File: src/rtl/fifo_wr_arbiter.sv
// ---------------------------------------------------------------------------
// fifo_wr_arbiter
//   Round-robin arbiter sharing the write port of an async FIFO among NREQ
//   requesters in the wclk domain. One requester owns the port at a time for
//   a burst of at most MAXBURST words. A burst ends on the requester's last
//   word, on reaching MAXBURST, or when the requester drops req. Every burst
//   is followed by a fixed two-cycle bubble (RELEASE, then IDLE), and the
//   search for the next owner starts just past the previous owner.
//
// Ports
//   wclk      write-domain clock, rising edge
//   wrst      asynchronous active-high reset
//   req       per-requester request level
//   req_data  packed words, slice i belongs to requester i
//   req_last  current word of requester i is its last
//   wfull     FIFO full flag
//   gnt       registered one-hot grant
//   ack       word of the owner accepted this cycle (combinational)
//   winc      FIFO write enable (combinational)
//   wdata     FIFO write data, owner's slice of req_data
//   grant_id  index of current or most recent owner (registered)
//   busy      high while a grant is held (registered)
//
// state   | meaning
// --------+---------------------------------------------------------------
// IDLE    | no owner; arbitrate among req at the next edge
// GRANT   | owner holds the write port; one word per cycle while !wfull
// RELEASE | one-cycle gap after a burst; always returns to IDLE
// ---------------------------------------------------------------------------
module fifo_wr_arbiter #(
  parameter int NREQ     = 4,
  parameter int DATASIZE = 8,
  parameter int MAXBURST = 4
) (
  input  logic                      wclk,
  input  logic                      wrst,
  input  logic [NREQ-1:0]           req,
  input  logic [NREQ*DATASIZE-1:0]  req_data,
  input  logic [NREQ-1:0]           req_last,
  input  logic                      wfull,
  output logic [NREQ-1:0]           gnt,
  output logic [NREQ-1:0]           ack,
  output logic                      winc,
  output logic [DATASIZE-1:0]       wdata,
  output logic [$clog2(NREQ)-1:0]   grant_id,
  output logic                      busy
);

  localparam int IDW = $clog2(NREQ);
  localparam int CW  = 4;

  typedef enum logic [1:0] {S_IDLE, S_GRANT, S_RELEASE} state_t;

  state_t          r_state, w_state_nxt;
  logic [NREQ-1:0] r_gnt, w_gnt_nxt;
  logic [IDW-1:0]  r_gid, w_gid_nxt;
  logic [IDW-1:0]  r_ptr, w_ptr_nxt;
  logic            r_busy, w_busy_nxt;
  logic [CW-1:0]   r_cnt, w_cnt_nxt;

  logic [IDW-1:0]  w_sel;
  logic [IDW-1:0]  w_idx;
  logic            w_found;
  logic [IDW-1:0]  w_gid_inc;
  logic [CW-1:0]   w_cnt_inc;
  logic            w_req_own;
  logic            w_last_own;
  logic            w_winc;

  // First requesting index at or above the pointer, wrapping modulo NREQ.
  always_comb begin
    w_found = 1'b0;
    w_sel   = '0;
    w_idx   = '0;
    for (int k = 0; k < NREQ; k++) begin
      w_idx = IDW'((int'(r_ptr) + k) % NREQ);
      if (!w_found && req[w_idx]) begin
        w_found = 1'b1;
        w_sel   = w_idx;
      end
    end
  end

  always_comb begin
    wdata = '0;
    for (int i = 0; i < NREQ; i++) begin
      if (r_gid == IDW'(i)) wdata = req_data[i*DATASIZE +: DATASIZE];
    end
  end

  assign w_req_own  = req[r_gid];
  assign w_last_own = req_last[r_gid];
  assign w_gid_inc  = (r_gid == IDW'(NREQ-1)) ? '0 : r_gid + IDW'(1);
  assign w_cnt_inc  = r_cnt + CW'(1);

  // Gated by wrst so nothing is written while reset is asserted.
  assign w_winc = (r_state == S_GRANT) & w_req_own & ~wfull & ~wrst;

  assign winc     = w_winc;
  assign ack      = w_winc ? (NREQ'(1) << r_gid) : '0;
  assign gnt      = r_gnt;
  assign grant_id = r_gid;
  assign busy     = r_busy;

  always_comb begin
    w_state_nxt = r_state;
    w_gnt_nxt   = r_gnt;
    w_gid_nxt   = r_gid;
    w_ptr_nxt   = r_ptr;
    w_busy_nxt  = r_busy;
    w_cnt_nxt   = r_cnt;
    case (r_state)
      S_IDLE: begin
        if (w_found) begin
          w_state_nxt = S_GRANT;
          w_gnt_nxt   = NREQ'(1) << w_sel;
          w_gid_nxt   = w_sel;
          w_cnt_nxt   = '0;
          w_busy_nxt  = 1'b1;
        end
      end
      S_GRANT: begin
        // A withdrawn request releases even while stalled on wfull.
        if (!w_req_own ||
            (w_winc && (w_last_own || (w_cnt_inc == CW'(MAXBURST))))) begin
          w_state_nxt = S_RELEASE;
          w_gnt_nxt   = '0;
          w_busy_nxt  = 1'b0;
          w_ptr_nxt   = w_gid_inc;
        end else if (w_winc) begin
          w_cnt_nxt = w_cnt_inc;
        end
      end
      S_RELEASE: w_state_nxt = S_IDLE;
      default:   w_state_nxt = S_IDLE;
    endcase
  end

  always_ff @(posedge wclk or posedge wrst) begin
    if (wrst) begin
      r_state <= S_IDLE;
      r_gnt   <= '0;
      r_gid   <= '0;
      r_ptr   <= '0;
      r_busy  <= 1'b0;
      r_cnt   <= '0;
    end else begin
      r_state <= w_state_nxt;
      r_gnt   <= w_gnt_nxt;
      r_gid   <= w_gid_nxt;
      r_ptr   <= w_ptr_nxt;
      r_busy  <= w_busy_nxt;
      r_cnt   <= w_cnt_nxt;
    end
  end

endmodule

File: config.mk
export PLATFORM = sky130hd
export DESIGN_NAME = fifo_wr_arbiter
export DESIGN_NICKNAME = d
export VERILOG_FILES = /design/src/rtl/fifo_wr_arbiter.sv
export SDC_FILE = /design/constraint.sdc
export NUM_CORES = 1
export LEC_CHECK = 0
export ABC_CLOCK_PERIOD_IN_PS = 3100
export BUFFER_PORTS_ARGS = -buffer_cell sky130_fd_sc_hd__buf_4
export CAP_MARGIN = 40
export CORE_ASPECT_RATIO = 2
export CORE_MARGIN = 4
export CORE_UTILIZATION = 46
export CTS_CLUSTER_SIZE = 16
export DETAILED_ROUTE_END_ITERATION = 10
export HOLD_SLACK_MARGIN = 0.15
export PLACE_DENSITY = 0.87
export SETUP_SLACK_MARGIN = 0.1
export SLEW_MARGIN = 5
export SYNTH_ARGS = -nofsm -noshare
export SYNTH_HDL_FRONTEND = slang
export SYNTH_SLANG_ARGS = --single-unit
File: constraint.sdc
create_clock -name wclk -period 3.1 [get_ports wclk]
set_input_delay 0.465 -clock wclk [delete_from_list [all_inputs] [get_ports wclk]]
set_output_delay 0.465 -clock wclk [all_outputs]
set_load 0.1 [all_outputs]
==> summary.txt, run 1 <==
Timing
  – Fin crit share: 87.2%
  – Final worst setup slack: 0.396 ns
  – Least-Margin Pin Slew: 0.791 ns
  – Rel. slew slack: 47.3%
  – Final hold violation count: 0
  – Final hold slack: 0.281 ns
  – Highest clock rate: 370 MHz
  – Setup TNS Final: 0 ns
  – Clock Skew: 0.00364 ns
  – RSZ-0062 raised after global routing: no
  – Fin crit period: 2.70 ns
  – Endpoints failing setup: 0
  – Fin. max-slew vios: 0

Routing
  – Avg WL per Cell: 16.3 um
  – Drt drc: 0
  – Post-route ant nets: 0
  – Max Used Layer: met4
  – Met2 wire length: 2070 um
  – DR pass1 iterations: 4
  – Drt first-iter violations: 26
  – DR vias: 1396
  – WL met3: 466 um
  – DR vias/cell: 5.87
  – Final WL: 3890 um
  – Met1 Wirelength: 1250 um

Setup path
  – FF-to-FF Start: grant_id[0]
  – Setup CP Type: flip-flop to output port
  – Worst Setup End Kind: output port
  – Setup crit start kind: flip-flop
  – Reg-to-reg endpoint: r_ptr[0]
  – Req. time, crit path: 2.63 ns
  – Reg2reg setup slack: 0.91 ns
  – Cells on worst reg2reg path: 5
  – Arr. time, crit path: 2.24 ns
  – CP Max Fanout: 10

Clock tree
  – Clock sinks: 15
  – Max Root-Sink Buffers: 2
  – Number of post-CTS setup repair buffers: 0
  – CTS buffer count: 3
  – Worst-path clk slew: 0.06 ns
  – Htree depth: 1
  – Root Buffer: clkbuf_8
  – Worst skew pair latency: 0.25 ns
  – CTS tree: yes

Hold path
  – Min-Delay Path Class: input port to async pin

Yosys
  – Synth warnings: 0
  – Sequential area share after synthesis: 29.6%
  – Post-synth top area share: 29.6%
  – Syn_nets: 200
  – Yosys top cell by area: dfrtp_1
  – Seq cells post-synth: 15
  – Mapped Area: 1270 um^2
  – Unique cell type count in the Yosys netlist: 40
  – Ranking of synthesized cells by area: dfrtp_1 (30%), a22oi_1 (5.9%), ha_1 (5.9%), nand2_1 (5.6%), o21ai_0 (5.5%)
  – Post-synthesis cell count: 151
  – Syn avg cell area: 8.39 um^2

Place
  – HPWL after DPL: 3160 um
  – Pre-CTS setup slack: 0.535 ns
  – I/O Buffers: 62
  – GP Congestion: 0.813

Run
  – Max-Cap Viols: 0

Global routing
  – Vias in the first global route: 1405
  – Largest net degree at the start of global routing: 18
  – Tot GR Track Use: 21.7%
  – First-pass GRT wire length: 6020 um
  – Total gr overflow: 0
  – Initial antenna violation count: 0

Outcome
  – Outcome: finished clean

Floorplanning
  – Initial Util: 48.7%
  – Die H: 82.2 um
  – I/O Pins: 63
  – Core area: 2600 um^2
  – Die Area: 3710 um^2
  – Die width: 45.1 um
  – Rows: 26

Final layout
  – Share of layout cells above drive strength 1: 41.9%
  – Inserted Diodes: 0
  – Most frequent cells in the layout: buf_4 (63), nand2_1 (19), dfrtp_1 (14), nor2_1 (11)
  – Nets@finish: 260
  – Area delta synth->final: 48.0%
  – Commonest non-fill, non-tap cell in the layout: buf_4
[sequential cells by signal (all words and copies together) (netlist names)]
name	flops
r_ptr	2
grant_id	2
r_state	2
r_cnt	4
busy	1
gnt	4
[what timing repair did]
item                       in CTS  in global routing
hold buffers                    0                  0
resized for setup               0                  1
setup endpoints to repair       0                  3
[worst max path at each step]
stage	from	end	slack (ns)	cells after the start
global placement	grant_id[0]	wdata[2]	0.63	7
CTS	grant_id[0]	wdata[5]	0.26	7
global route	grant_id[0]	wdata[3]	0.27	7
detailed placement	grant_id[0]	wdata[5]	0.53	7
finish	grant_id[0]	wdata[5]	0.40	7
floorplan	grant_id[0]	wdata[6]	0.11	8
[kinds of logic (layout without fill, tap and decap cells)]
group                      after synthesis  in the layout  share of synthesized area, %
adders and majority gates                6              6                          5.92
buffers and inverters                   18             77                          6.02
muxes                                    6              6                          7.90
AOI/OAI and AO/OA                       49             49                          26.3
DFF                                     15             15                          29.6
and+or+nand+nor                         57             57                          24.3
[stage by stage]
step | util (%) | instances | instance area [um^2]
floorplan | - | 151 | 1360
global placement | 70.2 | 234 | 1830
detailed placement | 70.2 | 234 | 1830
CTS | 72.0 | 238 | 1870
global route | 72.1 | 238 | 1880
finish | 72.1 | 238 | 1880
[worst max-delay path, stage by stage (launching register included)]
cell and delay, ns:
dfrtp_1 0.47, ha_1 0.38, nor2b_2 0.35, a22oi_1 0.11, nor2_1 0.13, a21oi_1 0.08, o21ai_4 0.16, buf_4 0.31
[metal layers]
metal / vias to the layer above / track usage, %
li1: 653 / -
met1: 653 / 17.9
met2: 81 / 43.9
met3: 9 / 5.21
met4: 0 / 10.6
met5: - / 0
[cell type report]
| class | instances | area, um^2 |
|---|---|---|
| repair buffers | 63 | 473 |
| flip-flops and latches | 15 | 377 |
| fillers | 191 | 727 |
| inverters | 10 | 37.5 |
| well taps | 28 | 35.0 |
| clock buffers | 4 | 45.0 |
| multi-input cells | 118 | 908 |
[synth_stat cells (all sizes together)]
library cell	count
nand2	19
dfrtp	15
o21ai	14
nor2	11
a22oi	10
inv	10
a21oi	9
clkbuf	7
a21o	6
and3	6
ha	6
nor2b	5
and2b	3
mux2	3
nand2b	3
o211ai	3
a211o	2
and4b	2
mux4	2
nand3b	2
a2111oi	1
a21boi	1
a31oi	1
buf	1
mux2i	1
nand3	1
nor4	1
nor4b	1
o21bai	1
o22ai	1
or2	1
or2b	1
or3	1
Power of run 1 is left out: the tool's default activity adds up to more than one toggle a clock period on the data nets, which glitch-free logic cannot reach.
==> run 2: changes to the inputs <==
--- a/config.mk
+++ b/config.mk
@@ -15,6 +15,7 @@
 export DETAILED_ROUTE_END_ITERATION = 10
 export HOLD_SLACK_MARGIN = 0.15
 export PLACE_DENSITY = 0.87
+export REMOVE_ABC_BUFFERS = 1
 export SETUP_SLACK_MARGIN = 0.1
 export SLEW_MARGIN = 5
 export SYNTH_ARGS = -nofsm -noshare
==> run 2 against run 1 <==
Final cell count decreased by 0.42%. Worst hold slack improved by 0.015 ns. First-iteration DRC count decreased by 23%. Sequential share of layout area increased by 1.0 points. Count of clock-buffer cells in the layout unchanged. Via count decreased by 3.4%. Die area unchanged. Maximum frequency about the same.
==> summary.txt, run 2 (synthesized netlist as in run 1, its figures left out) <==
Outcome
  – Outcome: finished clean

Clock tree
  – CTS buffer count: 3 (unchanged)
  – Number of post-CTS setup repair buffers: 0 (unchanged)
  – Worst skew pair latency: 0.24 ns (about the same)
  – Cts repair resizes: 0 (unchanged)
  – Root Buffer: clkbuf_8
  – Htree depth: 1 (unchanged)
  – Clock sinks: 15 (unchanged)
  – CTS tree: yes
  – Max Root-Sink Buffers: 2 (unchanged)
  – Worst-path clk slew: 0.06 ns (about the same)
  – CTS Hold Bufs: 0 (unchanged)

Timing
  – Clock Skew: 0.000923 ns (-0.00271 ns)
  – Final hold violation count: 0 (unchanged)
  – Highest clock rate: 370 MHz (about the same)
  – Final worst setup slack: 0.396 ns (+0.000439 ns)
  – Setup TNS Final: 0 ns (unchanged)
  – Rel. slew slack: 62.0% (+15 points)
  – RSZ-0062 raised after global routing: no
  – Fin. max-slew vios: 0 (unchanged)
  – Least-Margin Pin Slew: 0.568 ns (-0.223 ns)
  – Endpoints failing setup: 0 (unchanged)
  – Fin crit period: 2.70 ns (-0.000439 ns)
  – Fin crit share: 87.2% (about the same)

Setup path
  – Worst path max stage delay: 0.46 ns (about the same)
  – CP Max Fanout: 10 (unchanged)
  – CP max stage cell: dfrtp_1
  – Req. time, crit path: 2.63 ns (about the same)
  – Setup crit start kind: flip-flop
  – Arr. time, crit path: 2.24 ns (about the same)
  – Reg2reg setup slack: 0.88 ns (-0.03 ns)
  – Setup CP Type: flip-flop to output port
  – CP Cell Sequence: inv_1, ha_1, nor2b_2, a22oi_1, nor2_1, a21oi_1, o21ai_0, buf_4
  – Worst Setup End Kind: output port
  – Reg-to-reg endpoint: r_ptr[1]
  – Cells on worst reg2reg path: 5 (unchanged)
  – FF-to-FF Start: grant_id[0]

Routing
  – Post-route ant nets: 0 (unchanged)
  – DR pass1 iterations: 4 (unchanged)
  – Avg WL per Cell: 15.8 um (-3.4%)
  – Drt first-iter violations: 20 (-23%)
  – Final WL: 3740 um (-3.8%)
  – Drt drc: 0 (unchanged)
  – DR vias: 1349 (-3.4%)
  – DR vias/cell: 5.69 (-3.0%)

Place
  – HPWL after DPL: 3120 um (-1.1%)
  – I/O Buffers: 62 (unchanged)
  – Inst Count DP: 233 (-0.43%)
  – Pre-CTS setup slack: 0.519 ns (-0.0159 ns)
  – GP Congestion: 0.791 (-2.7%)

Floorplanning
  – Die width: 45.1 um (unchanged)
  – Die H: 82.2 um (unchanged)
  – I/O Pins: 63 (unchanged)
  – Rows: 26 (unchanged)
  – Initial Util: 48.7% (unchanged)
  – Core area: 2600 um^2 (unchanged)
  – Die Area: 3710 um^2 (unchanged)

Global routing
  – Largest net degree at the start of global routing: 19 (+1)
  – Vias in the first global route: 1401 (-0.28%)
  – Initial antenna violation count: 0 (unchanged)
  – First-pass GRT wire length: 6090 um (+1.1%)
  – Total gr overflow: 0 (unchanged)
  – Tot GR Track Use: 21.6% (-0.13 points)

Final layout
  – Post-layout utilization of the core: 68.3% (-3.8 points)
  – Most frequent cells in the layout: buf_4 (62), nand2_1 (19), dfrtp_1 (15), o21ai_0 (14), nor2_1 (11)
  – Commonest non-fill, non-tap cell in the layout: buf_4
  – Inserted Diodes: 0 (unchanged)
  – Share of layout cells above drive strength 1: 37.3% (-4.6 points)
  – Final Non-Filler Cells: 237 (-0.42%)
  – Nets@finish: 259 (-0.38%)
  – Area delta synth->final: 40.2%

Run
  – Max-Cap Viols: 0 (unchanged)

Hold path
  – Min-Delay Path Class: input port to async pin
## run 2: cell types whose count changed in the layout (fill, tap and decap cells not counted)
cell,before,now
o21ai_4,8,0
buf_4,63,62
dfrtp_1,14,15
o21ai_0,6,14
dfrtp_2,1,0
## run 2: how the worst max path moves through the flow
stage | start | slack, ns | end
floorplan | grant_id[1] | -1.55 | wdata[0]
global placement | grant_id[0] | 0.63 | wdata[4]
detailed placement | grant_id[1] | 0.52 | wdata[4]
CTS | grant_id[1] | 0.26 | wdata[5]
global route | grant_id[1] | 0.21 | wdata[7]
finish | grant_id[1] | 0.40 | wdata[6]
## run 2: per-stage QoR
stage	hold WS, ns	cell area (um^2)
2_1_floorplan	0.366	1230
3_3_place_gp	0.519	1730
3_5_place_dp	0.532	1730
4_1_cts	0.308	1770
5_1_grt	0.334	1780
6_report	0.296	1780
## run 2: layout make-up
class                           instances  area [um^2]
Clock buffer                            4         45.0
Fill cell                             220          826
Inverter                               10         37.5
Multi-Input combinational cell        118          818
Sequential cell                        15          375
Tap cell                               28         35.0
Timing Repair Buffer                   62          465
## run 2: critical path, delay by kind of cell (launching register included)
family	cells	cell delay (ns)
DFF	1	0.46
and+or+nand+nor	2	0.43
buffers and inverters	2	0.42
AOI/OAI and AO/OA	3	0.38
adders and majority gates	1	0.31
## run 2: per-layer routing
metal / vias up / track usage (%) / part of all wire, %
met4: 0 / 9.09 / 2.4
met2: 72 / 40.1 / 52
met5: - / 0 / 0
li1: 652 / - / -
met3: 10 / 5.21 / 10
met1: 615 / 21.8 / 35
Power of run 2 is left out for the same reason.
==> run 3: changes to the inputs <==
--- a/config.mk
+++ b/config.mk
@@ -5,16 +5,16 @@
 export SDC_FILE = /design/constraint.sdc
 export NUM_CORES = 1
 export LEC_CHECK = 0
-export ABC_CLOCK_PERIOD_IN_PS = 3100
+export ABC_CLOCK_PERIOD_IN_PS = 3200
 export BUFFER_PORTS_ARGS = -buffer_cell sky130_fd_sc_hd__buf_4
 export CAP_MARGIN = 40
 export CORE_ASPECT_RATIO = 2
-export CORE_MARGIN = 4
+export CORE_MARGIN = 2
 export CORE_UTILIZATION = 46
 export CTS_CLUSTER_SIZE = 16
 export DETAILED_ROUTE_END_ITERATION = 10
 export HOLD_SLACK_MARGIN = 0.15
-export PLACE_DENSITY = 0.87
+export PLACE_DENSITY = 0.85
 export REMOVE_ABC_BUFFERS = 1
 export SETUP_SLACK_MARGIN = 0.1
 export SLEW_MARGIN = 5
==> constraint.sdc (replaced) <==
create_clock -name wclk -period 3.2 [get_ports wclk]
set_input_delay 0.48 -clock wclk [delete_from_list [all_inputs] [get_ports wclk]]
set_output_delay 0.48 -clock wclk [all_outputs]
set_load 0.1 [all_outputs]
==> run 3 against run 2 <==
Clock skew rose by 0.0067 ns. Via count shrank 2.1%. First-iteration DRC count increased by 65%. Register-to-register slack improved by 0.13 ns. Critical path type unchanged. Largest cell class unchanged. Highest routed layer unchanged.
==> summary.txt, run 3 (synthesized netlist as in run 1, its figures left out) <==
Outcome
  – Outcome: finished clean

Place
  – GP Congestion: 0.823 (+4.0%)
  – I/O Buffers: 62 (unchanged)
  – Pre-CTS setup slack: 0.603 ns (+0.0840 ns)
  – DP Area: 1730 um^2 (about the same)
  – HPWL after DPL: 2790 um (-11%)

Global routing
  – First-pass GRT wire length: 4890 um (-20%)
  – Initial antenna violation count: 0 (unchanged)
  – Global-route met1 utilization: 18.8% (-3.0 points)
  – M2 GR Usage: 40.6% (+0.57 points)
  – Largest net degree at the start of global routing: 19 (unchanged)
  – Vias in the first global route: 1278 (-8.8%)
  – GRT Max-Usage Layer: met2
  – Met3 Use GR: 2.54% (-2.7 points)
  – Total gr overflow: 0 (unchanged)
  – Tot GR Track Use: 20.7% (-0.88 points)

Setup path
  – Worst Setup End Kind: output port
  – Setup CP Type: flip-flop to output port
  – Setup crit start kind: flip-flop
  – Arr. time, crit path: 2.39 ns (+0.15 ns)
  – CP Cell Sequence: inv_1, ha_1, nor2b_1, a22oi_1, nor2_1, a21oi_1, o21ai_0, buf_4
  – FF-to-FF Start: grant_id[0]
  – CP top delay family: simple AND/OR/NAND/NOR gates
  – CP Max Fanout: 10 (unchanged)
  – CP max stage cell: nor2b_1
  – Req. time, crit path: 2.72 ns (+0.09 ns)
  – WP buf/inv: 2 (unchanged)
  – Worst path max stage delay: 0.46 ns (about the same)
  – Crit path from: grant_id[1]
  – Reg2reg setup slack: 1.01 ns (+0.13 ns)

Timing
  – Least-Margin Pin Slew: 0.553 ns (-0.0157 ns)
  – Setup TNS Final: 0 ns (unchanged)
  – Fin crit share: 89.5%
  – Final worst setup slack: 0.335 ns (-0.0610 ns)
  – Clock Skew: 0.00759 ns (+0.00666 ns)
  – Endpoints failing setup: 0 (unchanged)
  – Highest clock rate: 349 MHz
  – Rel. slew slack: 63.1% (+1.1 points)
  – Fin. max-slew vios: 0 (unchanged)
  – RSZ-0062 raised after global routing: no
  – Final hold slack: 0.298 ns (+0.00269 ns)
  – Fin crit period: 2.87 ns
  – Final hold violation count: 0 (unchanged)

Final layout
  – Share of layout cells above drive strength 1: 37.3% (unchanged)
  – Most frequent cells in the layout: buf_4 (62), nand2_1 (19), dfrtp_1 (15), o21ai_0 (14), nor2_1 (11)
  – Area of the multi-input gates: 816 um^2 (-0.31%)
  – Area delta synth->final: 40.2% (unchanged)
  – Sequential cell area: 375 um^2 (unchanged)
  – Cell area after layout: 1780 um^2 (unchanged)
  – Nets@finish: 259 (unchanged)
  – Commonest non-fill, non-tap cell in the layout: buf_4
  – Fillers: 229 (+4.1%)
  – Inserted Diodes: 0 (unchanged)

Routing
  – Avg WL per Cell: 14.1 um (-11%)
  – DR pass1 iterations: 4 (unchanged)
  – DR vias/cell: 5.55 (-2.6%)
  – DR vias: 1320 (-2.1%)
  – Drt first-iter violations: 33 (+65%)
  – Final WL: 3350 um (-10%)
  – Post-route ant nets: 0 (unchanged)
  – Drt drc: 0 (unchanged)

Clock tree
  – Number of post-CTS setup repair buffers: 0 (unchanged)
  – Cts repair resizes: 0 (unchanged)
  – CTS Hold Bufs: 0 (unchanged)
  – Root Buffer: clkbuf_8
  – Htree depth: 1 (unchanged)
  – CTS buffer count: 3 (unchanged)
  – CTS tree: yes
  – Max Root-Sink Buffers: 2 (unchanged)
  – Clock sinks: 15 (unchanged)
  – Worst skew pair latency: 0.24 ns (about the same)
  – Worst-path clk slew: 0.06 ns (about the same)

Floorplanning
  – I/O Pins: 63 (unchanged)
  – Initial Util: 46.9% (-1.8 points)
  – Die Area: 3220 um^2 (-13%)
  – Die H: 78.2 um (-4.9%)
  – Core area: 2700 um^2 (+3.8%)
  – Die width: 41.1 um (-8.9%)
  – Rows: 27 (+3.8%)

Hold path
  – Min-Delay Path Class: input port to async pin

Run
  – Max-Cap Viols: 0 (unchanged)
==> run 3: cell count changes in the layout (fill, tap and decap cells not counted), sizes merged <==
cell,before,now
clkbuf,4,3
clkinv,0,1
==> run 3: path summary, 6_finish.rpt <==
kind / end / depth (start not counted)
worst max-delay path: wdata[0] / 8
worst min-delay path: r_state[0] / 2
worst max register to register: r_ptr[0] / 5
worst min register to register: gnt[2] / 2
max in group asynchronous: r_cnt[3] / 2
min in group wclk: gnt[2] / 2
==> run 3: cell type report <==
| cell class | count | share of cell area, % |
|---|---|---|
| flip-flops and latches | 15 | 21.1 |
| repair buffers | 62 | 26.2 |
| clock inverters | 1 | 0.282 |
| clock buffers | 3 | 2.32 |
| multi-input cells | 118 | 45.9 |
| inverters | 10 | 2.11 |
| well taps | 29 | 2.04 |
==> run 3: worst register-to-register path: stages (launching register included) <==
cell and delay [ns]:
dfrtp_1 0.49, mux4_2 0.60, nand2b_1 0.17, a211o_1 0.25
and3_1 0.24, mux2_4 0.32
==> run 3: layer usage <==
metal	part of all wire [%]	wire [um]
met4	1.3	43
met5	0	0
met2	53	1770
met3	9.4	316
met1	36	1220
==> run 3: through the flow <==
stage / utilization, % / instances
2_1_floorplan: - / 143
3_3_place_gp: 64.0 / 234
3_5_place_dp: 64.0 / 234
4_1_cts: 65.7 / 238
5_1_grt: 65.7 / 238
6_report: 65.7 / 238
Power of run 3 is left out for the same reason.
